--- config.mk ---
export PLATFORM = sky130hd
export DESIGN_NAME = wb_writer_flat
export DESIGN_NICKNAME = d
export VERILOG_FILES = /design/src/rtl/wb_writer_pkg.sv /design/src/rtl/wb_writer_if.sv /design/src/rtl/wb_pending_buf.sv /design/src/rtl/wb_writer.sv /design/src/flat_wrapper.sv
export SDC_FILE = /design/constraint.sdc
export NUM_CORES = 1
export LEC_CHECK = 0
export CORE_ASPECT_RATIO = 0.75
export CORE_MARGIN = 2
export CORE_UTILIZATION = 38
export DETAILED_ROUTE_END_ITERATION = 12
export PLACE_DENSITY = 0.91
export SKIP_LAST_GASP = 1
export SLEW_MARGIN = 25
export SYNTH_ARGS = -nofsm -noshare
export SYNTH_HDL_FRONTEND = slang
export SYNTH_SLANG_ARGS = --single-unit
--- constraint.sdc ---
create_clock -name clk -period 2.35 [get_ports clk]
set_input_delay 0.47 -clock clk [delete_from_list [all_inputs] [get_ports clk]]
set_output_delay 0.47 -clock clk [all_outputs]
set_load 0.01 [all_outputs]
--- src/rtl/wb_writer_pkg.sv ---
// Shared writeback-stage definitions: result-source codes, default widths and the entry type
// used by both the MEM/WB register and the long-op pending buffer.
package wb_writer_pkg;

  localparam int unsigned XLEN_DEF = 32;
  localparam int unsigned REGW_DEF = 5;

  localparam logic [1:0] RES_ALU  = 2'b00;
  localparam logic [1:0] RES_LOAD = 2'b01;
  localparam logic [1:0] RES_PC4  = 2'b10;

  typedef struct packed {
    logic                valid;
    logic [REGW_DEF-1:0] rd;
    logic [XLEN_DEF-1:0] data;
  } wb_entry_t;

endpackage

--- src/rtl/wb_writer_if.sv ---
// MEM-stage inputs, long-op handshake, register-file write port and hazard/forwarding outputs.
interface wb_writer_if #(
  parameter int unsigned XLEN = 32,
  parameter int unsigned REGW = 5
);
  logic            flush;
  logic            mem_valid;
  logic            mem_reg_write;
  logic [REGW-1:0] mem_rd;
  logic [1:0]      mem_result_src;
  logic [XLEN-1:0] mem_alu_result;
  logic [XLEN-1:0] mem_read_data;
  logic [XLEN-1:0] mem_pc_plus4;
  logic            lo_valid;
  logic [REGW-1:0] lo_rd;
  logic [XLEN-1:0] lo_data;
  logic            lo_ready;
  logic            WE3;
  logic [REGW-1:0] A3;
  logic [XLEN-1:0] WD3;
  logic            fwd_valid;
  logic [REGW-1:0] fwd_rd;
  logic [XLEN-1:0] fwd_data;
  logic            pend_valid;
  logic [REGW-1:0] pend_rd;

  modport master (
    output flush, mem_valid, mem_reg_write, mem_rd, mem_result_src, mem_alu_result,
           mem_read_data, mem_pc_plus4, lo_valid, lo_rd, lo_data,
    input  lo_ready, WE3, A3, WD3, fwd_valid, fwd_rd, fwd_data, pend_valid, pend_rd
  );

  modport slave (
    input  flush, mem_valid, mem_reg_write, mem_rd, mem_result_src, mem_alu_result,
           mem_read_data, mem_pc_plus4, lo_valid, lo_rd, lo_data,
    output lo_ready, WE3, A3, WD3, fwd_valid, fwd_rd, fwd_data, pend_valid, pend_rd
  );
endinterface

--- src/rtl/wb_pending_buf.sv ---
// One-entry holding buffer for late long-op results; drains into the write port whenever the
// pipeline leaves it free. Results aimed at x0 are accepted and dropped.
module wb_pending_buf
  import wb_writer_pkg::*;
#(
  parameter int unsigned XLEN = XLEN_DEF,
  parameter int unsigned REGW = REGW_DEF
) (
  input  logic            clk,
  input  logic            rst,
  input  logic            lo_valid,
  input  logic [REGW-1:0] lo_rd,
  input  logic [XLEN-1:0] lo_data,
  output logic            lo_ready,
  input  logic            drain_en,
  output wb_entry_t       entry
);

  wb_entry_t buf_q, buf_d;

  // No refill while occupied, so the drain cycle also reports not-ready.
  assign lo_ready = ~buf_q.valid & ~rst;
  assign entry    = buf_q;

  always_comb begin
    buf_d = buf_q;
    if (drain_en) begin
      buf_d.valid = 1'b0;
    end
    if (lo_valid && lo_ready && (lo_rd != '0)) begin
      buf_d.valid = 1'b1;
      buf_d.rd    = lo_rd;
      buf_d.data  = lo_data;
    end
  end

  always_ff @(posedge clk) begin
    if (rst) begin
      buf_q <= '0;
    end else begin
      buf_q <= buf_d;
    end
  end

endmodule

--- src/rtl/wb_writer.sv ---
// Writeback stage: MEM/WB capture with result select, then drives the register-file write port,
// giving the pipeline priority over the pending long-op result.
module wb_writer
  import wb_writer_pkg::*;
#(
  parameter int unsigned XLEN = XLEN_DEF,
  parameter int unsigned REGW = REGW_DEF
) (
  input logic         clk,
  input logic         rst,
  wb_writer_if.slave  bus
);

  wb_entry_t       wb_q, wb_d;
  wb_entry_t       pend;
  logic [XLEN-1:0] result;

  always_comb begin
    case (bus.mem_result_src)
      RES_LOAD: result = bus.mem_read_data;
      RES_PC4:  result = bus.mem_pc_plus4;
      default:  result = bus.mem_alu_result;
    endcase
  end

  always_comb begin
    wb_d.valid = bus.mem_valid & bus.mem_reg_write & (bus.mem_rd != '0) & ~bus.flush;
    wb_d.rd    = bus.mem_rd;
    wb_d.data  = result;
  end

  always_ff @(posedge clk) begin
    if (rst) begin
      wb_q <= '0;
    end else begin
      wb_q <= wb_d;
    end
  end

  wb_pending_buf #(
    .XLEN (XLEN),
    .REGW (REGW)
  ) u_pend (
    .clk      (clk),
    .rst      (rst),
    .lo_valid (bus.lo_valid),
    .lo_rd    (bus.lo_rd),
    .lo_data  (bus.lo_data),
    .lo_ready (bus.lo_ready),
    .drain_en (~wb_q.valid),
    .entry    (pend)
  );

  // Both sources exclude rd==0 on entry, so x0 is never written.
  always_comb begin
    bus.WE3 = 1'b0;
    bus.A3  = '0;
    bus.WD3 = '0;
    if (wb_q.valid) begin
      bus.WE3 = 1'b1;
      bus.A3  = wb_q.rd;
      bus.WD3 = wb_q.data;
    end else if (pend.valid) begin
      bus.WE3 = 1'b1;
      bus.A3  = pend.rd;
      bus.WD3 = pend.data;
    end
  end

  assign bus.fwd_valid  = bus.WE3;
  assign bus.fwd_rd     = bus.A3;
  assign bus.fwd_data   = bus.WD3;
  assign bus.pend_valid = pend.valid;
  assign bus.pend_rd    = pend.valid ? pend.rd : '0;

endmodule

--- src/flat_wrapper.sv ---
// flat-port wrapper written by rule: the top's interface ports become plain ports
module wb_writer_flat import wb_writer_pkg::*;
#(
  parameter int unsigned XLEN = XLEN_DEF,
  parameter int unsigned REGW = REGW_DEF
)
  (clk, rst, bus_flush, bus_mem_valid, bus_mem_reg_write, bus_mem_rd, bus_mem_result_src, bus_mem_alu_result, bus_mem_read_data, bus_mem_pc_plus4, bus_lo_valid, bus_lo_rd, bus_lo_data, bus_lo_ready, bus_WE3, bus_A3, bus_WD3, bus_fwd_valid, bus_fwd_rd, bus_fwd_data, bus_pend_valid, bus_pend_rd);
  wb_writer_if #(.XLEN(XLEN), .REGW(REGW)) bus_i ();
  input logic clk;
  input logic rst;
  input wire logic [$bits(bus_i.flush)-1:0] bus_flush;
  input wire logic [$bits(bus_i.mem_valid)-1:0] bus_mem_valid;
  input wire logic [$bits(bus_i.mem_reg_write)-1:0] bus_mem_reg_write;
  input wire logic [$bits(bus_i.mem_rd)-1:0] bus_mem_rd;
  input wire logic [$bits(bus_i.mem_result_src)-1:0] bus_mem_result_src;
  input wire logic [$bits(bus_i.mem_alu_result)-1:0] bus_mem_alu_result;
  input wire logic [$bits(bus_i.mem_read_data)-1:0] bus_mem_read_data;
  input wire logic [$bits(bus_i.mem_pc_plus4)-1:0] bus_mem_pc_plus4;
  input wire logic [$bits(bus_i.lo_valid)-1:0] bus_lo_valid;
  input wire logic [$bits(bus_i.lo_rd)-1:0] bus_lo_rd;
  input wire logic [$bits(bus_i.lo_data)-1:0] bus_lo_data;
  output wire logic [$bits(bus_i.lo_ready)-1:0] bus_lo_ready;
  output wire logic [$bits(bus_i.WE3)-1:0] bus_WE3;
  output wire logic [$bits(bus_i.A3)-1:0] bus_A3;
  output wire logic [$bits(bus_i.WD3)-1:0] bus_WD3;
  output wire logic [$bits(bus_i.fwd_valid)-1:0] bus_fwd_valid;
  output wire logic [$bits(bus_i.fwd_rd)-1:0] bus_fwd_rd;
  output wire logic [$bits(bus_i.fwd_data)-1:0] bus_fwd_data;
  output wire logic [$bits(bus_i.pend_valid)-1:0] bus_pend_valid;
  output wire logic [$bits(bus_i.pend_rd)-1:0] bus_pend_rd;
  assign bus_i.flush = bus_flush;
  assign bus_i.mem_valid = bus_mem_valid;
  assign bus_i.mem_reg_write = bus_mem_reg_write;
  assign bus_i.mem_rd = bus_mem_rd;
  assign bus_i.mem_result_src = bus_mem_result_src;
  assign bus_i.mem_alu_result = bus_mem_alu_result;
  assign bus_i.mem_read_data = bus_mem_read_data;
  assign bus_i.mem_pc_plus4 = bus_mem_pc_plus4;
  assign bus_i.lo_valid = bus_lo_valid;
  assign bus_i.lo_rd = bus_lo_rd;
  assign bus_i.lo_data = bus_lo_data;
  assign bus_lo_ready = bus_i.lo_ready;
  assign bus_WE3 = bus_i.WE3;
  assign bus_A3 = bus_i.A3;
  assign bus_WD3 = bus_i.WD3;
  assign bus_fwd_valid = bus_i.fwd_valid;
  assign bus_fwd_rd = bus_i.fwd_rd;
  assign bus_fwd_data = bus_i.fwd_data;
  assign bus_pend_valid = bus_i.pend_valid;
  assign bus_pend_rd = bus_i.pend_rd;
  wb_writer #(.XLEN(XLEN), .REGW(REGW)) u_core (.clk(clk), .rst(rst), .bus(bus_i));
endmodule
==> impl_results.md, run 1 <==
* Status: complete, no violations
* Post-synth design cell area at between 3000 and 4000 sq um
* Routed vias at about 3700
* Util after Layout at 0.653
* Fin nets at between 700 and 800
* Critical path fanouts, max at 33
* Boundary pin count at around 230
* Residual DRC count at 0
* Critical Path RT at between 1.5 and 2 ns
* Worst hold path stage count at 1
* Post-route ant nets at 0
* Clock H-tree levels at 3
* Pwr/cell area at between 500 and 600 nW/um^2
* Row count at 31
* Rel. slew slack at 0.716
* R2R cell count at 5
* Yosys cell types at 26
* Layout Area Growth over Synthesis at 64.6%
* GRT Total Usage at 0.220
* CTS Sinks at 76
* Critical Path Start Type: flip-flop
* Die width at 121 um
* Overall power at 3.54 mW
* Final Cell Area at about 6400 sq um
* CTS tree: yes
* Initial antenna violation count at 0
* WS Path Type: reg2out
* Clock skew at between 0.004 and 0.005 ns
* Final min period at between 2 and 2.5 ns
* Layout cell share with drive strength beyond 1 at 0.116
* Grt total ovfl at 0
* Final Cycle Share at 0.971
* Die Ht at slightly above 90 um
* Sequential share of the synthesized area at 0.392
* Final Hold Viols at 0
* Syn Inst Count at around 450
* Via density at 4.89
* Routed len/inst at 16.2 um
* Post-placement cell area at just over 6000 sq um
* I/O Buffers at between 200 and 250
* Worst R2R Setup Slack at between 0.6 and 0.7 ns
* Final setup fails at 0
* Least-Margin Pin Slew at between 0.4 and 0.5 ns
* Hold crit path type: reg2reg
* Vias in the first global route at ~3800
* Yosys warns at 0
* F_max at 438 MHz
* Skew-Pair Late Insertion Delay at roughly 0.32 ns
* Core Region at roughly 9800 sq um
* DR iter-0 viols at between 100 and 150
* Hpwl dp at slightly below 10000 um
* Hold-fix buffers at CTS at 0
* Max_cap viols at 0
* IR Drop Worst-Case VDD at about 0.00047 V
* DRT Wirelength at ~12000 um
* Synthesized area per cell at 8.68 sq um
* Hold_ws at between 0.4 and 0.5 ns
* CTS Buf Count at 9
* First-pass DRT Iterations at 4
* Leakage power at 2.49 nW
* Root buffer cell: clkbuf_16
* Mapped Nets at around 600
* Starting Density at 0.397
* Synth Register Bits at 76
* Pin count of the biggest net entering global routing at 65
* Worst EP arrival at between 1.5 and 2 ns
* Crit end category: output pin
* Gpl congestion at between 0.7 and 0.8
* Die ar. at roughly 11000 sq um
* First-pass GRT wire length at roughly 19000 um
* Reg clk slew, reported paths at 0.06 ns
* Diodes inserted at 0
* Final Slew Violations at 0
* Max Root-Sink Buffers at 2
==> synthesized netlist by cell type <==
cell type / count / area share
a31o_2: 3 / 0.0068
nor3_1: 32 / 0.041
a32o_1: 2 / 0.0052
dfxtp_1: 76 / 0.39
or4_1: 1 / 0.0019
a21oi_1: 1 / 0.0013
nor2_1: 2 / 0.0019
nand2_1: 66 / 0.064
a221oi_1: 32 / 0.072
buf_1: 3 / 0.0029
inv_1: 3 / 0.0029
or4_4: 1 / 0.0029
and2_1: 7 / 0.011
or2_2: 1 / 0.0016
o21ai_0: 33 / 0.043
nor3b_2: 1 / 0.0032
buf_6: 3 / 0.0087
nor2b_1: 70 / 0.11
buf_4: 38 / 0.074
and2_2: 1 / 0.0019
clkbuf_1: 30 / 0.029
o21ai_4: 1 / 0.0042
nor4_1: 1 / 0.0016
ha_1: 2 / 0.0065
mux2_2: 32 / 0.093
mux2_1: 5 / 0.015
==> per-stage QoR <==
step / setup WS [ns] / cells / TNS, ns
6_report: 0.0680 / 763 / 0
5_1_grt: -0.00162 / 763 / -0.00310
4_1_cts: 0.0111 / 760 / 0
3_5_place_dp: 0.00752 / 744 / 0
3_3_place_gp: 0.0502 / 744 / 0
2_1_floorplan: 0.301 / 447 / 0
==> critical path, stage by stage (launching register included) <==
cell             delay [ns]
dfxtp_1                0.37
buf_12                 0.20
nand2_1                0.07
o21ai_0                0.24
clkdlybuf4s50_1        0.60
==> cell usage in the layout (no fill, tap or decap), types with 2 or more instances in the layout <==
| cell | instances |
|---|---|
| clkdlybuf4s50_1 | 220 |
| dfxtp_1 | 75 |
| nor2b_1 | 70 |
| nand2_1 | 66 |
| mux2_2 | 32 |
| a221oi_1 | 32 |
| nor3_1 | 32 |
| o21ai_1 | 21 |
| o21ai_0 | 9 |
| clkbuf_16 | 9 |
| buf_4 | 8 |
| and2_1 | 7 |
| dlymetal6s2s_1 | 7 |
| buf_12 | 6 |
| mux2_1 | 5 |
| inv_1 | 3 |
| o21ai_2 | 3 |
| a31o_2 | 3 |
| clkinvlp_4 | 3 |
| nor2_1 | 2 |
| a32o_1 | 2 |
| ha_1 | 2 |
| clkbuf_1 | 2 |
==> area by class of cell <==
class | count | area [sq um]
clock buffers | 11 | 233
fillers | 805 | 3390
well taps | 132 | 165
clock inverters | 5 | 61.3
flip-flops and latches | 76 | 1530
multi-input cells | 294 | 1910
repair buffers | 242 | 2470
inverters | 3 | 11.3
==> flip-flops by register name, summed over array words and instances (netlist names) <==
signal / count
u_core.wb_q: 38
u_core.u_pend.entry: 38
==> layer usage <==
layer	wire length, um	global-route usage	vias up
met5	0	0	-
met4	327	0.0736	0
met3	719	0.0471	22
met2	6150	0.382	156
met1	5150	0.268	1696
li1	-	-	1855
==> kinds of logic after synthesis <==
| kind of cell | count (synthesis) | share of synthesized area |
|---|---|---|
| buf+inv | 77 | 0.117 |
| compound gates | 72 | 0.132 |
| simple gates | 183 | 0.245 |
| fa+ha+maj | 2 | 0.00645 |
| mux | 37 | 0.107 |
| flops | 76 | 0.392 |
==> worst paths after layout <==
path,startpoint,end
max,u_core.u_pend.entry[37]$_SDFFE_PP0P_,bus_fwd_data[17]
min,u_core.u_pend.entry[32]$_SDFFE_PP0P_,u_core.u_pend.entry[32]$_SDFFE_PP0P_
max reg2reg,u_core.u_pend.entry[37]$_SDFFE_PP0P_,u_core.u_pend.entry[9]$_SDFFE_PP0P_
min reg2reg,u_core.u_pend.entry[32]$_SDFFE_PP0P_,u_core.u_pend.entry[32]$_SDFFE_PP0P_
==> what timing repair did <==
action                     4_1_cts  5_1_grt
buffers inserted                 0        3
setup endpoints to repair       15       53
gates resized for setup          5       30
==> power by group <==
group	switching, mW	internal [mW]	total, mW
Sequential	0.0516	1.40	1.45
Clock	0.520	0.827	1.35
Combinational	0.278	0.468	0.746
(Power assumes the default switching activity.)
==> inputs of run 2 (changes only) <==
PLACE_DENSITY = 0.86   (was 0.91)
==> run 2 against run 1 <==
Net effect:
- clock skew down 0.0025 ns
- via count fell by 0.54%
- die area stayed put
- worst hold slack better by 0.0063 ns
- cell count increased by 0.39%
- clock power hardly changed
- sequential power barely moved
- utilization barely moved
- combinational power barely moved
- register-to-register slack about the same
==> impl_results.md, run 2 (synthesized netlist as in run 1, its figures left out) <==
* Gpl congestion at around 0.80
* Combinational power share at 0.210
* Final Cycle Share at 0.988
* Die ar. at between 10000 and 15000 sq um
* Critical Path RT at roughly 1.9 ns
* Pwr/cell area at around 560 nW/um^2
* WS Path Type: reg2out
* Status: complete, no violations
* Vias in the first global route at 3674
* NetSw at 0.859 mW
* Via density at a little under 5
* Root buffer cell: clkbuf_16
* First-pass DRT Iterations at 4
* DR iter-0 viols at around 160
* CP max stage delay at 0.61 ns
* Diodes inserted at 0
* Internal power at between 2 and 3 mW
* Clock skew at approximately 0.0016 ns
* CTS Sinks at 76
* Fill cell count at 794
* IR Drop Worst-Case VDD at 0.000331 V
* Pin count of the biggest net entering global routing at 73
* Skew-Pair Late Insertion Delay at approximately 0.32 ns
* Crit-path slowest cell: clkdlybuf4s50_1
* Delay-heaviest family, CP: buffers and inverters
* Layout cell share with drive strength beyond 1 at 0.120
* CTS tree: yes
* Critical path fanouts, max at between 40 and 50
* Final Cell Area at 6380 sq um
* Leakage power at about 2.5 nW
* Final min period at ~2.3 ns
* RSZ-0062 raised after global routing: yes
* Max_cap viols at 0
* Max Root-Sink Buffers at 2
* Boundary pin count at between 200 and 250
* First-pass GRT wire length at 18900 um
* Fin nets at ~800
* Clock H-tree levels at 3
* Clock network fraction of total power at 0.381
* Final Slew Violations at 0
* Least-Margin Pin Slew at about 0.74 ns
* Worst path cell trace: buf_12 -> nand2_1 -> o21ai_0 -> clkdlybuf4s50_1
* Residual DRC count at 0
* Commonest non-fill, non-tap cells in the layout: clkdlybuf4s50_1, dfxtp_1, nor2b_1
* Util after Layout at 0.653
* Worst EP arrival at about 1.9 ns
* Die Ht at around 91 um
* Post-route ant nets at 0
* F_max at between 400 and 500 MHz
* Routed vias at ~3700
* Reg clk slew, reported paths at ~0.06 ns
* Sw Ratio at 0.242
* Critical Path Start Type: flip-flop
* Crit path from: u_core.u_pend.entry[37]$_SDFFE_PP0P_
* DRT Wirelength at between 10000 and 15000 um
* Row count at 31
* Starting Density at 0.397
* R2r startpoint: u_core.u_pend.entry[37]$_SDFFE_PP0P_
* CTS Buf Count at 9
* GRT Total Usage at 0.217
* Crit end category: output pin
* Hpwl dp at about 9400 um
* Sequential Power Share at 0.409
* Initial antenna violation count at 0
* Worst Hold Launch: u_core.u_pend.entry[34]$_SDFFE_PP0P_
* Grt total ovfl at 0
* Final setup fails at 0
* Core Region at roughly 9800 sq um
* Final Hold Viols at 0
* Hold-fix buffers at CTS at 0
* Hold crit path type: reg2reg
* Die width at 121 um
* Routed len/inst at between 15 and 20 um
* Commonest non-fill, non-tap cell in the layout: clkdlybuf4s50_1
* Layout Area Growth over Synthesis at 64.5%
* Critical path buffer and inverter count at 2
* Post-placement cell area at around 6000 sq um
* Rel. slew slack at 0.504
* I/O Buffers at about 230
## run 2: power groups by stage
stage	combinational (mW)	clock (mW)	sequential (mW)
after floorplan	0.350	0	1.45
after global placement	0.716	0	1.47
after detailed placement	0.735	0	1.47
after CTS	0.740	1.37	1.45
after global routing	0.803	1.44	1.46
final	0.745	1.35	1.45
## run 2: final cells by class
cell class                      instances  area, sq um  area share
Timing Repair Buffer                  245         2480       0.388
Sequential cell                        76         1530       0.239
Multi-Input combinational cell        294         1910       0.299
Clock buffer                           10          229      0.0359
Clock inverter                          6         63.8      0.0100
Tap cell                              132          165      0.0259
Inverter                                3         11.3     0.00176
## run 2: final timing paths
kind	to	slack, ns	depth (start not counted)
setup / recovery	bus_fwd_data[8]	0.03	4
hold / removal	u_core.u_pend.entry[34]$_SDFFE_PP0P_	0.49	1
setup reg to reg	u_core.u_pend.entry[13]$_SDFFE_PP0P_	0.68	5
hold reg to reg	u_core.u_pend.entry[34]$_SDFFE_PP0P_	0.49	1
## run 2: stage by stage
stage	total power, mW	std cells	worst slack, ns	setup TNS [ns]	hold WS (ns)
final	3.54	766	0.0286	0	0.491
after global routing	3.69	766	-0.0511	-0.168	0.507
after CTS	3.56	761	0.000963	0	0.494
after detailed placement	2.21	745	0.00219	0	0.480
after global placement	2.19	745	0.0623	0	0.465
after floorplan	1.80	447	0.301	0	0.452
## run 2: per-layer routing
layer  up-vias  global-route usage  part of all wire
met5         -                   0                 0
met4         0              0.0581             0.011
met3        10              0.0446             0.056
met2       140               0.360              0.47
met1      1690               0.287              0.46
li1       1869                   -                 -
## run 2: worst reg2reg max path: cells and delay by family (launching register included)
family | cells | cell delay [ns]
buffers and inverters | 2 | 0.37
AO/OA/AOI/OAI | 1 | 0.15
flip-flops | 1 | 0.32
multiplexers | 1 | 0.31
AND/OR/NAND/NOR | 1 | 0.41
## run 2: what timing repair did
item / 4_1_cts / 5_1_grt
hold endpoints to repair: 0 / 0
setup buffers: 0 / 5
resized for setup: 11 / 28
setup endpoints to repair: 68 / 55
